--- config.mk ---
export PLATFORM = sky130hd
export DESIGN_NAME = f1_start_ctrl
export DESIGN_NICKNAME = d
export VERILOG_FILES = /design/src/rtl/f1_pkg.sv /design/src/rtl/f1_lfsr7.sv /design/src/rtl/f1_start_ctrl.sv
export SDC_FILE = /design/constraint.sdc
export NUM_CORES = 1
export LEC_CHECK = 0
export ABC_CLOCK_PERIOD_IN_PS = 3200
export CORE_ASPECT_RATIO = 1.75
export CORE_MARGIN = 2
export CORE_UTILIZATION = 50
export CTS_CLUSTER_DIAMETER = 200
export DETAILED_ROUTE_END_ITERATION = 6
export HOLD_SLACK_MARGIN = 0.02
export PLACE_DENSITY = 0.7
export SETUP_SLACK_MARGIN = 0.1
export SYNTH_ARGS = -nofsm -noshare
export SYNTH_HDL_FRONTEND = slang
export SYNTH_SLANG_ARGS = --single-unit
--- constraint.sdc ---
create_clock -name clk -period 3.2 [get_ports clk]
set_clock_uncertainty 0.2 [all_clocks]
set_input_delay 0.64 -clock clk [delete_from_list [all_inputs] [get_ports clk]]
set_output_delay 0.64 -clock clk [all_outputs]
set_load 0.02 [all_outputs]
--- src/rtl/f1_pkg.sv ---
// Shared types and constants for the F1 start-light controller.
// Holds the FSM state type, LFSR constants and the LFSR step function.
package f1_pkg;

   typedef enum logic [2:0] {
      StIdle,
      StLights,
      StHold,
      StTiming,
      StDone
   } state_e;

   localparam logic [6:0] LfsrSeed   = 7'h01;
   // x^7 + x^6 + 1: feedback from bits 6 and 5
   localparam logic [6:0] LfsrTaps   = 7'h60;
   localparam logic [7:0] LightsFull = 8'hFF;

   function automatic logic [6:0] lfsr_next(input logic [6:0] cur);
      return {cur[5:0], ^(cur & LfsrTaps)};
   endfunction

endpackage

--- src/rtl/f1_lfsr7.sv ---
// Free-running 7-bit Fibonacci LFSR used to randomise the all-lights-on hold time.
// Leaves reset at the non-zero seed, so it can never lock up at all-zero.
module f1_lfsr7
   import f1_pkg::*;
(
   input  logic       clk,
   input  logic       rst_n,
   output logic [6:0] q
);

   logic [6:0] q_q;

   always_ff @(posedge clk or negedge rst_n) begin
      if (!rst_n) begin
         q_q <= LfsrSeed;
      end else begin
         q_q <= lfsr_next(q_q);
      end
   end

   assign q = q_q;

endmodule

--- src/rtl/f1_start_ctrl.sv ---
// F1 start sequencer: builds the 8-light gantry, holds for a random delay,
// switches the lights off and measures the driver's reaction time in ms ticks.
module f1_start_ctrl
   import f1_pkg::*;
#(
   parameter int unsigned LIGHT_CYCLES = 1000,
   parameter int unsigned MS_CYCLES    = 10,
   parameter int unsigned RT_W         = 16
) (
   input  logic            clk,
   input  logic            rst_n,
   input  logic            trigger,
   input  logic            react,
   output logic [7:0]      lights,
   output logic            busy,
   output logic            rt_valid,
   output logic [RT_W-1:0] rt_ms,
   output logic            false_start
);

   localparam int unsigned TickMax = (LIGHT_CYCLES > MS_CYCLES) ? LIGHT_CYCLES : MS_CYCLES;
   localparam int unsigned TickW   = $clog2(TickMax);

   state_e            state_q;
   logic [TickW-1:0]  tick_q;
   logic [4:0]        hold_q;
   logic [RT_W-1:0]   rt_cnt_q;
   logic [7:0]        lights_q;
   logic              busy_q;
   logic              rt_valid_q;
   logic [RT_W-1:0]   rt_ms_q;
   logic              false_start_q;
   logic              react_q;

   logic [6:0]        lfsr;
   logic              unused_lfsr;
   logic              react_edge;
   logic              tick_done;
   logic [RT_W-1:0]   rt_inc;
   logic [7:0]        lights_shift;

   f1_lfsr7 u_lfsr (
      .clk   (clk),
      .rst_n (rst_n),
      .q     (lfsr)
   );

   assign unused_lfsr = ^lfsr[6:4];

   always_ff @(posedge clk or negedge rst_n) begin
      if (!rst_n) begin
         react_q <= 1'b0;
      end else begin
         react_q <= react;
      end
   end

   always_comb begin
      react_edge   = react & ~react_q;
      rt_inc       = rt_cnt_q + RT_W'(1);
      lights_shift = {lights_q[6:0], 1'b1};
      if (state_q == StTiming) begin
         tick_done = (tick_q == TickW'(MS_CYCLES - 1));
      end else begin
         tick_done = (tick_q == TickW'(LIGHT_CYCLES - 1));
      end
   end

   always_ff @(posedge clk or negedge rst_n) begin
      if (!rst_n) begin
         state_q       <= StIdle;
         tick_q        <= '0;
         hold_q        <= '0;
         rt_cnt_q      <= '0;
         lights_q      <= '0;
         busy_q        <= 1'b0;
         rt_valid_q    <= 1'b0;
         rt_ms_q       <= '0;
         false_start_q <= 1'b0;
      end else begin
         rt_valid_q <= 1'b0;
         tick_q     <= tick_q + TickW'(1);
         unique case (state_q)
            StIdle: begin
               lights_q <= '0;
               tick_q   <= '0;
               if (trigger) begin
                  state_q       <= StLights;
                  busy_q        <= 1'b1;
                  false_start_q <= 1'b0;
                  rt_ms_q       <= '0;
                  // The trigger cycle itself is the first tick of the first light step
                  tick_q        <= TickW'(1);
               end
            end

            StLights: begin
               if (react_edge) begin
                  state_q       <= StIdle;
                  lights_q      <= '0;
                  busy_q        <= 1'b0;
                  false_start_q <= 1'b1;
                  tick_q        <= '0;
               end else if (tick_done) begin
                  tick_q   <= '0;
                  lights_q <= lights_shift;
                  if (lights_shift == LightsFull) begin
                     hold_q  <= {1'b0, lfsr[3:0]} + 5'd1;
                     state_q <= StHold;
                  end
               end
            end

            StHold: begin
               if (react_edge) begin
                  state_q       <= StIdle;
                  lights_q      <= '0;
                  busy_q        <= 1'b0;
                  false_start_q <= 1'b1;
                  tick_q        <= '0;
               end else if (tick_done) begin
                  tick_q <= '0;
                  if (hold_q == 5'd1) begin
                     lights_q <= '0;
                     rt_cnt_q <= '0;
                     state_q  <= StTiming;
                  end else begin
                     hold_q <= hold_q - 5'd1;
                  end
               end
            end

            StTiming: begin
               // A press in an expiry cycle wins and reports the pre-increment count
               if (react_edge) begin
                  rt_ms_q    <= rt_cnt_q;
                  rt_valid_q <= 1'b1;
                  busy_q     <= 1'b0;
                  tick_q     <= '0;
                  state_q    <= StDone;
               end else if (tick_done) begin
                  tick_q <= '0;
                  if (&rt_inc) begin
                     rt_ms_q    <= rt_inc;
                     rt_valid_q <= 1'b1;
                     busy_q     <= 1'b0;
                     state_q    <= StDone;
                  end else begin
                     rt_cnt_q <= rt_inc;
                  end
               end
            end

            StDone: begin
               tick_q  <= '0;
               state_q <= StIdle;
            end

            default: begin
               tick_q  <= '0;
               state_q <= StIdle;
            end
         endcase
      end
   end

   assign lights      = lights_q;
   assign busy        = busy_q;
   assign rt_valid    = rt_valid_q;
   assign rt_ms       = rt_ms_q;
   assign false_start = false_start_q;

endmodule

==> impl_metrics.sql <==
INSERT INTO impl_metrics (metric_group, metric, value, unit) VALUES
('yosys', 'synth.yosys.warnings', '0', ''),
('place', 'io_buffer_count', '30', ''),
('setup_path', 'cp_required', '3250', 'ps'),
('clock_network', 'clock_tree_from_tritoncts', 'done', ''),
('clock_network', 'tritoncts_buffers', '9', ''),
('floorplanning', 'placement_rows', '43', ''),
('yosys', 'main_synth_ff_type', 'sky130_fd_sc_hd__dfrtp_1', ''),
('timing', 'fin_crit_sh', '87.7', '%'),
('power_and_ir_drop', 'clock_power_share', '38.9', '%'),
('clock_network', 'cts.sinks', '69', ''),
('final_layout', 'layout.cells.most_common', 'sky130_fd_sc_hd__dfrtp_1', ''),
('setup_path', 'critPathMaxStageDelay', '540', 'ps'),
('final_layout', 'final_cell_mix', '68 x sky130_fd_sc_hd__dfrtp_1, 36 x sky130_fd_sc_hd__nor2_1, 33 x sky130_fd_sc_hd__nand2_1', ''),
('yosys', 'synth_cell_type_count', '72', ''),
('place', 'dp.cells', '526', ''),
('timing', 'tightest_slew', '855', 'ps'),
('yosys', 'synth-async-reset-ratio', '100', '%'),
('power_and_ir_drop', 'worst_ir_drop_vdd', '0.361', 'mV'),
('floorplanning', 'initial_core_util', '50.8', '%'),
('drt', 'detail_route.drc_violations', '0', ''),
('status', 'run_status', 'completed', ''),
('yosys', 'post_synth_inst_count', '410', ''),
('place', 'gp_routability_congestion', '0.929', ''),
('yosys', 'yosys_register_bits', '69', ''),
('yosys', 'synth_area', '0.00399', 'sq mm'),
('grt', 'globalRouteTotalUtil', '22.5', '%'),
('yosys', 'synth.area.top_cells', 'sky130_fd_sc_hd__dfrtp_1 43%, sky130_fd_sc_hd__o2bb2ai_2 3.8%, sky130_fd_sc_hd__nor2_1 3.4%', ''),
('setup_path', 'startpoint_type', 'register', ''),
('power_and_ir_drop', 'power_per_cell_area', '530', 'mW/mm^2'),
('power_and_ir_drop', 'power_report.internal_total', '1.79', 'mW'),
('clock_network', 'clk_pin_slew_worst_paths', '60', 'ps'),
('yosys', 'syn_area_per_cell', '9.73', 'sq um'),
('timing', 'min_period', '2810', 'ps'),
('yosys', 'share_of_the_yosys_chip_area_belonging_to_registers', '43.3', '%'),
('drt', 'avgViaCountPerCell', '5.80', ''),
('place', 'dpl.hpwl', '6640', 'um'),
('power_and_ir_drop', 'power', '2.51', 'mW'),
('grt', 'grt_max_degree', '70', ''),
('timing', 'setup_violations', '0', ''),
('setup_path', 'cp.buffers_inverters', '1', ''),
('floorplanning', 'die_footprint', '0.00874', 'sq mm'),
('grt', 'grt_overflow_total', '0', ''),
('final_layout', 'area.growth.synth_to_final', '18.4', '%'),
('final_layout', 'antenna-diode-count', '0', ''),
('drt', 'totalWireLength', '9110', 'um'),
('setup_path', 'endpoint_kind', 'register', ''),
('floorplanning', 'dieHeight', '122', 'um'),
('drt', 'dr_total_vias', '3144', ''),
('clock_network', 'cts-root-buf', 'sky130_fd_sc_hd__clkbuf_16', ''),
('power_and_ir_drop', 'power.share.sequential', '41.2', '%'),
('power_and_ir_drop', 'p_sw', '0.713', 'mW'),
('yosys', 'synth.net_count', '420', ''),
('setup_path', 'crit_path_cell_trace', 'ha_2 -> nand4_2 -> or4_4 -> a21oi_2 -> and2_1 -> and4_4 -> o21ai_4 -> buf_4 -> o2bb2ai_1', ''),
('clock_network', 'buffer_levels_on_the_longest_clock_path', '2', ''),
('final_layout', 'num-fill-cells', '677', ''),
('timing', 'timing.setup.tns', '0', 'ps'),
('grt', 'first_global_vias', '3185', ''),
('yosys', 'synth_edf_count', '0', ''),
('floorplanning', 'core', '0.00786', 'sq mm'),
('floorplanning', 'floorplan.die.width', '71.5', 'um'),
('clock_network', 'insertion_delay', '330', 'ps'),
('clock_network', 'h-tree-depth', '3', ''),
('power_and_ir_drop', 'power.share.combinational', '20.0', '%'),
('worst_hold_path', 'holdCritPathClass', 'register to register', ''),
('drt', 'post_drt_wl_per_cell', '16.8', 'um'),
('final_layout', 'final_layout_size_suffix_gt1_share', '16.6', '%'),
('final_layout', 'finalNetCount', '458', ''),
('place', 'place_ws', '226', 'ps'),
('run', 'drv_cap', '0', ''),
('power_and_ir_drop', 'static-leakage-power', '1.98', 'nW'),
('yosys', 'yosysTopAreaCell', 'sky130_fd_sc_hd__dfrtp_1', '');
==> repair_timing <==
| item | CTS | global route |
|---|---|---|
| setup buffers | 0 | 1 |
| gates resized for setup | 0 | 1 |
| endpoints found under the setup margin | 0 | 16 |
==> registers in the layout, summed over array words and instances, names as in the netlist, 3 cells and up <==
register	cells
state_q	3
rt_cnt_q	16
lights	8
hold_q	5
rt_ms	16
tick_q	10
u_lfsr.q	7
==> Yosys cell counts (all sizes together), types with 4 or more instances <==
cell type,instances
a31oi,4
nand2b,10
nand2,33
xor2,13
mux2i,7
ha,6
inv,19
and2,6
clkbuf,10
nor3,7
mux2,4
buf,16
o21ai,25
dfrtp,68
nor4,4
and3,6
o2bb2ai,17
or3,4
o31ai,8
a21oi,23
nand3,24
o22ai,4
nand4,9
nor2,36
xnor2,15
==> metrics by stage <==
stage | hold slack (ps) | utilization (%) | cell area (sq um)
after floorplan | 131 | - | 3990
after global placement | 136 | 56.2 | 4410
final | 150 | 60.2 | 4730
after detailed placement | 141 | 56.2 | 4410
after global routing | 175 | 60.2 | 4730
after CTS | 153 | 59.9 | 4700
==> cells by family after synthesis <==
kind of cell	share of synthesized area (%)
buffers and inverters	5.61
muxes	2.98
adders and majority gates	2.13
DFF	43.3
xor gates and xnor gates	6.14
and+or+nand+nor	22.3
AOI/OAI and AO/OA	17.6
==> path summary, 6_finish.rpt <==
path,from,to,slack [ps],depth (start not counted)
worst max-delay path,rt_cnt_q[0],rt_ms[9],390,9
max in group asynchronous,rst_n,rt_ms[6],1940,2
worst max register to register,rt_cnt_q[0],rt_ms[9],390,9
worst min-delay path,u_lfsr.q[4],u_lfsr.q[5],150,0
worst min register to register,u_lfsr.q[4],u_lfsr.q[5],150,0
min in group asynchronous,rst_n,tick_q[9],300,2
==> power groups by stage <==
stage | registers [mW] | logic (mW) | clock network [mW]
final | 1.03 | 0.500 | 0.973
after global routing | 1.05 | 0.552 | 1.03
after detailed placement | 1.05 | 0.500 | 0
after CTS | 1.03 | 0.501 | 0.990
after global placement | 1.04 | 0.489 | 0
after floorplan | 1.09 | 0.245 | 0
==> cell type report <==
| class | instances | area (sq um) | share of cell area, % |
|---|---|---|---|
| Timing Repair Buffer | 53 | 480 | 10.2 |
| Sequential cell | 69 | 1730 | 36.6 |
| Clock buffer | 11 | 243 | 5.14 |
| Multi-Input combinational cell | 296 | 2040 | 43.2 |
| Tap cell | 90 | 113 | 2.38 |
| Clock inverter | 4 | 48.8 | 1.03 |
| Inverter | 19 | 71.3 | 1.51 |
==> routing by layer <==
metal  GRT usage, %  wire [um]  vias to the layer above
li1               -          -                     1518
met1           23.8       3420                     1561
met2           40.5       5150                       49
met3           3.97        247                       16
met4           13.4        287                        0
met5              0          0                        -
==> worst reg2reg max path, cell delays in order, from the launching register on <==
cell,delay (ps)
sky130_fd_sc_hd__dfrtp_1,440
sky130_fd_sc_hd__ha_2,310
sky130_fd_sc_hd__nand4_2,190
sky130_fd_sc_hd__or4_4,540
sky130_fd_sc_hd__a21oi_2,170
sky130_fd_sc_hd__and2_1,140
sky130_fd_sc_hd__and4_4,290
sky130_fd_sc_hd__o21ai_4,60
sky130_fd_sc_hd__buf_4,210
sky130_fd_sc_hd__o2bb2ai_1,170
Note: power is estimated with default switching activity, not from simulation.
